## config.mk

```make
export PLATFORM = sky130hd
export DESIGN_NAME = loom_byte_serializer
export DESIGN_NICKNAME = d
export VERILOG_FILES = /design/src/rtl/loom_byte_serializer.sv
export SDC_FILE = /design/constraint.sdc
export NUM_CORES = 1
export LEC_CHECK = 0
export BUFFER_PORTS_ARGS = -buffer_cell sky130_fd_sc_hd__buf_2
export CORE_AREA = 2 2 70 72
export CTS_BUF_LIST = sky130_fd_sc_hd__clkbuf_4
export DETAILED_ROUTE_END_ITERATION = 6
export DIE_AREA = 0 0 72 74
export GPL_TIMING_DRIVEN = 0
export PLACE_DENSITY = 0.42
export SLEW_MARGIN = 20
export SYNTH_ARGS = -nofsm -noshare
export SYNTH_HDL_FRONTEND = slang
export SYNTH_SLANG_ARGS = --single-unit
```

## constraint.sdc

```tcl
create_clock -name clk -period 4.52 [get_ports clk]
set_input_delay 0 -clock clk [delete_from_list [all_inputs] [get_ports clk]]
set_output_delay 0 -clock clk [all_outputs]
set_load 0.1 [all_outputs]
```

## src/rtl/loom_byte_serializer.sv

```systemverilog
// Framed serial transmitter: latches a parallel word over valid/ready and shifts it out
// as start bit, data bits, optional even-parity bit and stop bit, with all outputs registered.
module loom_byte_serializer #(
  parameter int WIDTH        = 8,
  parameter int CLKS_PER_BIT = 4,
  parameter bit MSB_FIRST    = 1'b1,
  parameter bit PARITY_EN    = 1'b1
) (
  input  logic             clk,
  input  logic             rst,
  input  logic [WIDTH-1:0] n_in,
  input  logic             n_valid,
  output logic             n_ready,
  output logic             ser_out,
  output logic             busy,
  output logic             done,
  output logic [2:0]       dbg_state
);

  localparam int CW = (CLKS_PER_BIT > 1) ? $clog2(CLKS_PER_BIT) : 1;
  localparam int BW = (WIDTH > 1) ? $clog2(WIDTH) : 1;
  localparam logic [CW-1:0] CNT_MAX = CW'(CLKS_PER_BIT - 1);
  localparam logic [BW-1:0] BIT_MAX = BW'(WIDTH - 1);

  typedef enum logic [2:0] {
    S_IDLE   = 3'd0,
    S_START  = 3'd1,
    S_DATA   = 3'd2,
    S_PARITY = 3'd3,
    S_STOP   = 3'd4
  } state_t;

  state_t           r_state;
  logic [CW-1:0]    r_clk_cnt;
  logic [BW-1:0]    r_bit_cnt;
  logic [WIDTH-1:0] r_data;
  logic             r_parity;
  logic             r_ser_out;
  logic             r_n_ready;
  logic             r_busy;
  logic             r_done;

  state_t           w_state_nxt;
  logic [CW-1:0]    w_clk_cnt_nxt;
  logic [BW-1:0]    w_bit_cnt_nxt;
  logic [WIDTH-1:0] w_data_nxt;
  logic             w_parity_nxt;
  logic             w_cnt_last;
  logic [BW-1:0]    w_sel;
  logic             w_ser_nxt;

  // Handshake: a word transfers on a rising edge where n_valid and n_ready are both high;
  // n_ready is high only in IDLE (including the done cycle), and n_in/n_valid are ignored otherwise.
  always_comb begin
    w_state_nxt   = r_state;
    w_clk_cnt_nxt = '0;
    w_bit_cnt_nxt = r_bit_cnt;
    w_data_nxt    = r_data;
    w_parity_nxt  = r_parity;
    w_cnt_last    = (r_clk_cnt == CNT_MAX);

    unique case (r_state)
      S_IDLE: begin
        if (n_valid && r_n_ready) begin
          w_state_nxt   = S_START;
          w_data_nxt    = n_in;
          w_parity_nxt  = ^n_in;
          w_bit_cnt_nxt = '0;
        end
      end
      S_START: begin
        w_clk_cnt_nxt = w_cnt_last ? '0 : r_clk_cnt + CW'(1);
        if (w_cnt_last) begin
          w_state_nxt   = S_DATA;
          w_bit_cnt_nxt = '0;
        end
      end
      S_DATA: begin
        w_clk_cnt_nxt = w_cnt_last ? '0 : r_clk_cnt + CW'(1);
        if (w_cnt_last) begin
          if (r_bit_cnt == BIT_MAX) begin
            w_bit_cnt_nxt = '0;
            w_state_nxt   = PARITY_EN ? S_PARITY : S_STOP;
          end else begin
            w_bit_cnt_nxt = r_bit_cnt + BW'(1);
          end
        end
      end
      S_PARITY: begin
        w_clk_cnt_nxt = w_cnt_last ? '0 : r_clk_cnt + CW'(1);
        if (w_cnt_last) w_state_nxt = S_STOP;
      end
      S_STOP: begin
        w_clk_cnt_nxt = w_cnt_last ? '0 : r_clk_cnt + CW'(1);
        if (w_cnt_last) w_state_nxt = S_IDLE;
      end
      default: w_state_nxt = S_IDLE;
    endcase

    // Outputs are decoded from the next state so the registered line is aligned with the state.
    w_sel = MSB_FIRST ? (BIT_MAX - w_bit_cnt_nxt) : w_bit_cnt_nxt;
    unique case (w_state_nxt)
      S_START:  w_ser_nxt = 1'b0;
      S_DATA:   w_ser_nxt = w_data_nxt[w_sel];
      S_PARITY: w_ser_nxt = w_parity_nxt;
      default:  w_ser_nxt = 1'b1;
    endcase
  end

  always_ff @(posedge clk) begin
    if (rst) begin
      r_state   <= S_IDLE;
      r_clk_cnt <= '0;
      r_bit_cnt <= '0;
      r_data    <= '0;
      r_parity  <= 1'b0;
      r_ser_out <= 1'b1;
      r_n_ready <= 1'b1;
      r_busy    <= 1'b0;
      r_done    <= 1'b0;
    end else begin
      r_state   <= w_state_nxt;
      r_clk_cnt <= w_clk_cnt_nxt;
      r_bit_cnt <= w_bit_cnt_nxt;
      r_data    <= w_data_nxt;
      r_parity  <= w_parity_nxt;
      r_ser_out <= w_ser_nxt;
      r_n_ready <= (w_state_nxt == S_IDLE);
      r_busy    <= (w_state_nxt != S_IDLE);
      r_done    <= (r_state == S_STOP) && w_cnt_last;
    end
  end

  assign n_ready   = r_n_ready;
  assign ser_out   = r_ser_out;
  assign busy      = r_busy;
  assign done      = r_done;
  assign dbg_state = r_state;

endmodule

```

### After elaboration in Yosys (flattened, before gate mapping)

Index checks and enable logic that the tools add are counted.

| word-level totals | value |
|---|---|
| input bits | 11 |
| register bits | 21 |
| logic and storage cells | 50 |

| cells by class | value |
|---|---|
| equal/unequal tests | 9 |
| mux-type cells | 19 |
| bitwise logic cells | 1 |
| reduce and logical (&&, ||, !) cells | 8 |
| add/subtract/negate cells | 3 |
| order comparisons | 1 |

Operators with widths:

| operator | number |
|---|---|
| 3-bit 2-to-1 mux | 10 |
| 8-bit 2-to-1 mux | 2 |
| 3-bit one-hot mux with 5 select lines | 1 |
| 3-bit by 2-bit equality test with 1-bit output, second input constant | 4 |
| 3-bit one-hot mux with 3 select lines | 1 |
| 8-bit XOR reduction | 1 |
| 3-bit by 1-bit equality test with 1-bit output, second input constant | 2 |
| 3-bit equality test, second input constant | 2 |
| 3-bit logical NOT | 2 |
| 3-bit by 4-bit < comparator with 1-bit output, second input constant | 1 |
| 4-bit OR reduction | 1 |
| 3-bit by 1-bit adder with 3-bit output, second input constant | 1 |
| 1-bit binary-select mux with 3-bit select | 1 |
| 1-bit 2-to-1 mux | 3 |
| 1-bit one-hot mux with 3 select lines | 1 |
| 3-bit nonzero test | 1 |
| 3-bit OR reduction | 1 |
| 3-bit subtractor, first input constant | 1 |
| 2-bit by 1-bit adder with 2-bit output, second input constant | 1 |
| 2-bit equality test, second input constant | 1 |
| 1-bit logical AND | 2 |
| 1-bit inverter | 1 |

### Logic depth before layout (Yosys ltp)

Gate-level depths: netlist of run 1.

| logic depth | value |
|---|---|
| depth in word-level cells | 8 |
| depth in mapped cells | 8 |
| depth with buffers taken out | 7 |

### Worst setup path before layout of run 1

Ideal clock, no wire load.

| timing | value |
|---|---|
| path type | reg2reg |
| start | reg r_n_ready, in the netlist n_ready |
| end | reg r_ser_out, in the netlist ser_out |
| cell stages (with the launch flop) | 8 |
| period minus slack after synthesis | 2.480 ns |
| data required time | 4.393 ns |
| arrival | 2.353 ns |
| buffers on the path | 1 |
| slack | 2.040 ns |
| cell sequence | dfxtp_1 > nand2_1 > nor4_4 > buf_4 > mux2i_1 > mux2i_1 > o32ai_1 > o31ai_2 |

| between the ends | value |
|---|---|
| word-level cells in the longest chain between the ends | 7 |
| elaborated cells on any way between the ends | 16 |
| those cells by class | add/sub (1); eq/ne (3); mux (11); reduce/logical (1) |

Ends and longest elaborated chain:

| what | line | text |
|---|---|---|
| start, declared | 39 | `logic r_n_ready;` |
| start signal, assigned | 128 | `r_n_ready <= (w_state_nxt == S_IDLE);` |
| 1-bit logical AND (*) | 64 | `if (n_valid && r_n_ready) begin` |
| 3-bit 2-to-1 mux | 64 |  |
| 3-bit one-hot mux with 3 select lines | 62 | `unique case (r_state)` |
| 3-bit subtractor | 101 | `w_sel = MSB_FIRST ? (BIT_MAX - w_bit_cnt_nxt) : w_bit_cnt_nxt;` |
| 1-bit binary-select mux with 3-bit select | 104 | `S_DATA: w_ser_nxt = w_data_nxt[w_sel];` |
| 1-bit 2-to-1 mux (implied by the code) | 104 |  |
| 1-bit one-hot mux with 3 select lines (*) | 102 | `unique case (w_state_nxt)` |
| end signal, assigned | 127 | `r_ser_out <= w_ser_nxt;` |
| end, declared | 38 | `logic r_ser_out;` |

Mark *: on every way between the ends. The rest lies on a longest branch, timed or not. The select of a mux whose other input is x is not followed.
A chain may end at the register's enable or synchronous reset.

### Worst setup path in the final report of run 1

| timing | value |
|---|---|
| start | reg r_state[2], in the netlist dbg_state[2] |
| end | reg r_ser_out, in the netlist ser_out |

| between the ends | value |
|---|---|
| word-level cells in the longest chain between the ends | 6 |
| elaborated cells on any way between the ends | 22 |
| those cells by class | add/sub (1); eq/ne (7); mux (13); reduce/logical (1) |

Ends and longest elaborated chain:

| what | line | text |
|---|---|---|
| start, declared | 33 | `state_t r_state;` |
| start signal, assigned | 122 | `r_state <= w_state_nxt;` |
| 3-bit by 2-bit equality test with 1-bit output (tied with other cells) | 62 |  |
| 3-bit one-hot mux with 3 select lines | 62 |  |
| 3-bit subtractor | 101 |  |
| 1-bit binary-select mux with 3-bit select | 104 |  |
| 1-bit 2-to-1 mux (implied by the code) | 104 |  |
| 1-bit one-hot mux with 3 select lines (*) | 102 |  |

Marks and branches as above.

==> reports/qor.yml, run 1 <==
run_status:
  status: "finished, final reports clean"
sta:
  hold_viol: 0
  slew_violations: 0
  tightest_slew_ns: 0.663
  fin_skew_ns: 0.0132
  period_needed_ns: 2.08
  holdWs_ns: 0.0807
  fmax_mhz: 481
  fin_crit_sh: 0.459
  fin_ws_ns: 2.44
  slew_headroom: 0.558
  rsz0062_at_grt: "false"
  setup_viol: 0
  final.setup.tns_ns: 0
pwr:
  fin_total_pwr_mw: 0.405
  p_per_area_nw_per_um2: 296
  p_leak_nw: 0.563
  ir_worst_vdd_uv: 194
hold_path:
  hold_path.class: "in2reg"
routing:
  antenna_left: 0
  wl_per_cell_um: 11.9
  drt_iter0_drc: 17
  firstDrtPassIters: 4
  vias: 854
  routed_wl_um: 2310
  viasPerCell: 4.40
  post-route-drc-count: 0
clocking:
  clkSlewWorstSetupHoldPaths_ns: 0.13
  worstSkewPairLatency_ns: 0.32
  cts-root-buf: "clkbuf_4"
  htree_levels: 1
  holdBufCountCts: 8
  cts_resized: 0
  numCtsBuffers: 3
  post_cts.repair.setup_buffers: 0
  clock_sinks: 21
  cts_max_path_buffers: 2
  cts_tree: "built"
placement:
  numPortBuffers: 16
  routabilityCongestion: 0.706
  place_ws_ns: 2.42
  place_area_um2: 1260
  dp_hpwl_um: 1720
die:
  start_util: 0.241
  io_pins: 18
  row_count: 25
  fp.dieW_um: 72
  design.core.area_um2: 4600
  die_h_um: 74
  dieArea_um2: 5330
critical_path:
  arrival_ns: 2.29
  r2r-start: "dbg_state[2]"
  cp_common_cell: "mux2i_1"
  cp.required_ns: 4.74
  ff2ff_setup_slack_ns: 2.44
  startpoint_type: "flop"
  reg2regPathDepth: 7
  end_kind: "flop"
  endpoint: "ser_out"
  slowest_stage: "nor4_4"
  timing.rr.end: "ser_out"
  cp-startpoint: "dbg_state[2]"
  crit_path_max_fanout: 10
  crit_path_max_incr_delay_ns: 0.43
  path_class: "reg2reg"
  path_cells: "buf_6 > nor4_4 > buf_4 > mux2i_1 > mux2i_1 > o32ai_1 > o31ai_2"
layout:
  antenna_cells: 0
  area_growth_pct: 23.0
  fin_area_um2: 1370
  nFillCells: 481
  layout-drive-gt1-share: 0.236
  regArea_um2: 420
  fin_nets: 155
  multi_input_area_um2: 629
synthesis:
  synth_top_flop_cell: "dfxtp_1"
  syn_avg_cell_area_um2: 9.91
  synth.area.top_cells: "dfxtp_1, mux2i_1, xnor2_1"
  synth_common_cells: "dfxtp_1, nor2_1, mux2i_1"
  synth_warnings: 0
  synth.top_cell.area_share: 0.379
  netlist.top_cell.by_area: "dfxtp_1"
  synth_most_common_cell: "dfxtp_1"
  netlist_instances: 112
  synth_edf_count: 0
  synthesis.area_um2: 1110
  ys_types: 37
  seq_area_frac_synth: 0.379
  synth-async-reset-ratio: 0
  synthesis.nets: 126
  synth_seq_cells: 21
grt:
  grt_max_degree: 13
  grt_usage: 0.0940
  grt-ovfl-total: 0
  first_global_vias: 866
  grt_pass1_wl_um: 3920
  antenna_found_initial: 0
job:
  max_cap_viol_count: 0
## worst min path at each step
stage            start        end  slack, ns  depth (start not counted)
2_1_floorplan  n_in[3]  r_data[3]       0.15                          2
3_3_place_gp   n_in[3]  r_data[3]       0.27                          3
3_5_place_dp   n_in[3]  r_data[3]       0.28                          3
4_1_cts            rst   r_parity       0.07                          2
5_1_grt            rst   r_parity       0.09                          2
6_report           rst   r_parity       0.08                          2
## state kept, by name, summed over array words and instances (netlist names)
signal	flops
r_data	8
dbg_state	3
r_bit_cnt	3
r_clk_cnt	2
busy	1
done	1
n_ready	1
r_parity	1
ser_out	1
## per-stage QoR
step                      instances  utilization
after floorplan                 112            -
after global placement          182        0.273
after detailed placement        182        0.273
after CTS                       194        0.297
after global routing            194        0.297
final                           194        0.297
## cell type report
class	count	share of cell area
clock buffer	3	0.0165
timing repair buffer	24	0.117
clock inverter	1	0.00367
tap	54	0.0495
sequential	21	0.308
multi-input combinational	82	0.461
buffer	7	0.0385
inverter	2	0.00550
## worst max-delay path, delay by kind of cell (launching register included)
family	cells	cell delay (ns)
buffers and inverters	2	0.43
AO/OA/AOI/OAI	2	0.40
multiplexers	2	0.36
AND/OR/NAND/NOR	1	0.43
flip-flops	1	0.37
## kinds of logic after synthesis
family	Yosys count	share of synthesized area
compound gates	19	0.157
xor+xnor	9	0.0710
fa+ha+maj	3	0.0338
buf+inv	9	0.0541
flops	21	0.379
mux	11	0.0992
simple gates	40	0.206
## report_power, final
part	internal (mW)	switching (mW)
sequential	0.196	0.00371
combinational	0.0405	0.0678
clock	0.0331	0.0630
## cells in the final DEF, fill, tap and decap left out, drive strengths merged, types with 2 or more instances in the layout
master       count
dlygate4sd3      8
a211oi           2
nor3b            2
a21oi            5
nand2            8
clkbuf           5
nor2b            2
xnor2            9
mux2i           11
nor2            18
o31ai            2
nor4b            2
buf             21
a221oi           2
ha               3
inv              2
dfxtp           21
a21o             2
## routing by layer
metal | part of all wire | vias to the layer above | global-route usage | wire (um)
met2 | 0.46 | 18 | 0.162 | 1060
met3 | 0.050 | 2 | 0.0352 | 116
li1 | - | 451 | - | -
met5 | 0 | - | 0 | 0
met1 | 0.49 | 383 | 0.119 | 1130
met4 | 0.0039 | 0 | 0.00629 | 9
Power figures use the tool's default switching activity.
==> run 2: changes to the inputs <==
--- a/config.mk
+++ b/config.mk
@@ -11,7 +11,7 @@
 export DETAILED_ROUTE_END_ITERATION = 6
 export DIE_AREA = 0 0 72 74
 export GPL_TIMING_DRIVEN = 0
-export PLACE_DENSITY = 0.42
+export PLACE_DENSITY = 0.43
 export SLEW_MARGIN = 20
 export SYNTH_ARGS = -nofsm -noshare
 export SYNTH_HDL_FRONTEND = slang
==> constraint.sdc (replaced) <==
create_clock -name clk -period 1.68 [get_ports clk]
set_input_delay 0 -clock clk [delete_from_list [all_inputs] [get_ports clk]]
set_output_delay 0 -clock clk [all_outputs]
set_load 0.1 [all_outputs]
==> run 2 against run 1 <==
Against the previous run: the run now ends with setup timing left; core utilization up 6.4 points; combinational power rose to 3.5 times the previous value; count of clock-buffer cells in the layout unchanged; critical path type unchanged; largest power group unchanged.
==> reports/qor.yml, run 2 (same netlist as run 1, synthesis figures left out) <==
critical_path:
  path_class: "reg2reg"
  startpoint_type: "flop"
  crit_path_max_fanout: 7  # -3
  cp-startpoint: "dbg_state[0]"
  cp.required_ns: 1.92  # -2.82 ns
  arrival_ns: 2.11  # -0.18 ns
  end_kind: "flop"
  slowest_stage: "dfxtp_4"
  crit_path_max_incr_delay_ns: 0.42  # about the same
  r2r-start: "dbg_state[0]"
  path_cells: "and4bb_4 > nor2b_4 > o22a_2 > mux2i_2 > o31ai_4 > o31ai_2"
sta:
  slew_headroom: 0.624  # +0.0658
  fmax_mhz: 533  # +11%
  period_needed_ns: 1.88  # -0.202 ns
  fin_crit_sh: 1.12  # +0.657
  fin_skew_ns: 0.00217  # -0.0111 ns
  rsz0062_at_grt: "true"
  fin_ws_ns: -0.195  # -2.64 ns
  final.setup.tns_ns: -0.382  # -0.382 ns
  holdWs_ns: 0.0551  # -0.0256 ns
  slew_violations: 0  # unchanged
  setup_viol: 3  # +3
  hold_viol: 0  # unchanged
  tightest_slew_ns: 0.557  # -0.107 ns
layout:
  top_register: "r_data"
  final_common_cell: "buf_4"
  fin_cells: 207  # +6.7%
  layout-drive-gt1-share: 0.516  # +0.281
  fin_area_um2: 1660  # +22%
  area_growth_pct: 49.6
  largest_register_ffs: 8  # unchanged
  final_core_util: 0.361  # +0.0642
  nFillCells: 472  # -1.9%
  antenna_cells: 0  # unchanged
  mostFrequentLayoutCells: "buf_4, nor2_1, buf_2"
  fin_nets: 168  # +8.4%
placement:
  numPortBuffers: 16  # unchanged
  dp_hpwl_um: 1790  # +3.7%
  place_ws_ns: -0.358  # -2.78 ns
  place_inst: 182  # unchanged
  place_area_um2: 1280  # +2.0%
  routabilityCongestion: 0.701  # -0.72%
clocking:
  cts_tree: "built"
  clock_sinks: 21  # unchanged
  htree_levels: 1  # unchanged
  numCtsBuffers: 3  # unchanged
  worstSkewPairLatency_ns: 0.31  # about the same
  clkSlewWorstSetupHoldPaths_ns: 0.13  # about the same
  cts-root-buf: "clkbuf_4"
  cts_max_path_buffers: 2  # unchanged
routing:
  antenna_left: 0  # unchanged
  wl_per_cell_um: 13.5  # +13%
  routed_wl_um: 2800  # +21%
  firstDrtPassIters: 4  # unchanged
  vias: 936  # +9.6%
  drt_iter0_drc: 40  # +23
  post-route-drc-count: 0  # unchanged
  viasPerCell: 4.52  # +2.7%
die:
  die_h_um: 74  # unchanged
  io_pins: 18  # unchanged
  dieArea_um2: 5330  # unchanged
  design.core.area_um2: 4600  # unchanged
  row_count: 25  # unchanged
  start_util: 0.241  # unchanged
  fp.dieW_um: 72  # unchanged
pwr:
  p_per_area_nw_per_um2: 710  # +140%
  p_leak_nw: 0.652  # +16%
  power.share.clock: 0.218  # -0.020
  p_int_mw: 0.779  # +190%
  p_seq_frac: 0.466  # -0.029
  power.share.combinational: 0.317  # +0.049
  switching_share: 0.339  # +0.00666
  ir_worst_vdd_uv: 489  # +150%
  power.switching_mw: 0.400  # +200%
  fin_total_pwr_mw: 1.18  # +190%
run_status:
  status: "finished, violations left"
  violations: "setup timing"
hold_path:
  min_from: "rst"
  hold_path.class: "in2reg"
grt:
  grt_max_degree: 13  # unchanged
  grt_usage: 0.114  # +0.0197
  grt_pass1_wl_um: 4660  # +19%
  grt-ovfl-total: 0  # unchanged
  antenna_found_initial: 0  # unchanged
  first_global_vias: 1015  # +17%
job:
  max_cap_viol_count: 0  # unchanged
[run 2: cell count changes in the layout (fill, tap and decap cells not counted), sizes merged]
cell,delta
dlygate4sd3,-4
buf,+17
[run 2: layout make-up]
class	count	area, um^2	share of cell area
Sequential cell	21	440	0.265
Clock buffer	3	22.5	0.0136
Buffer	5	47.5	0.0286
Multi-Input combinational cell	82	800	0.482
Clock inverter	1	5.00	0.00301
Tap cell	54	67.6	0.0407
Timing Repair Buffer	39	270	0.163
Inverter	2	7.51	0.00452
[run 2: path summary, 6_finish.rpt]
path / to / slack [ns] / cells past startpoint
min reg2reg: r_clk_cnt[0] / 0.44 / 1
min: r_parity / 0.06 / 2
max: ser_out / -0.20 / 6
max reg2reg: ser_out / -0.20 / 6
[run 2: power by group through the flow]
| stage | Clock [mW] | Combinational (mW) | Sequential [mW] |
|---|---|---|---|
| after global placement | 0 | 0.281 | 0.546 |
| after detailed placement | 0 | 0.282 | 0.547 |
| after floorplan | 0 | 0.152 | 0.623 |
| after CTS | 0.274 | 0.348 | 0.544 |
| final | 0.257 | 0.373 | 0.549 |
| after global routing | 0.297 | 0.401 | 0.553 |
[run 2: worst max-delay path: cells and delay by family, from the launching register on]
family,cells,cell delay [ns]
muxes,1,0.27
and+or+nand+nor,2,0.58
AOI/OAI and AO/OA,3,0.53
DFF,1,0.42
[run 2: what timing repair did]
item | 4_1_cts | 5_1_grt
gates resized for setup | 22 | 17
hold buffers | 4 | 0
endpoints found under the setup margin | 4 | 5
endpoints found under the hold margin | 4 | 0
buffers inserted | 18 | 4
cloned | 0 | 0
pin swaps | 9 | 10
[run 2: metal layers]
| layer | part of all wire | wire [um] | vias up | track usage |
|---|---|---|---|---|
| li1 | - | - | 474 | - |
| met1 | 0.44 | 1220 | 431 | 0.129 |
| met2 | 0.50 | 1410 | 27 | 0.208 |
| met3 | 0.052 | 145 | 4 | 0.0393 |
| met4 | 0.0068 | 19 | 0 | 0.0252 |
| met5 | 0 | 0 | - | 0 |
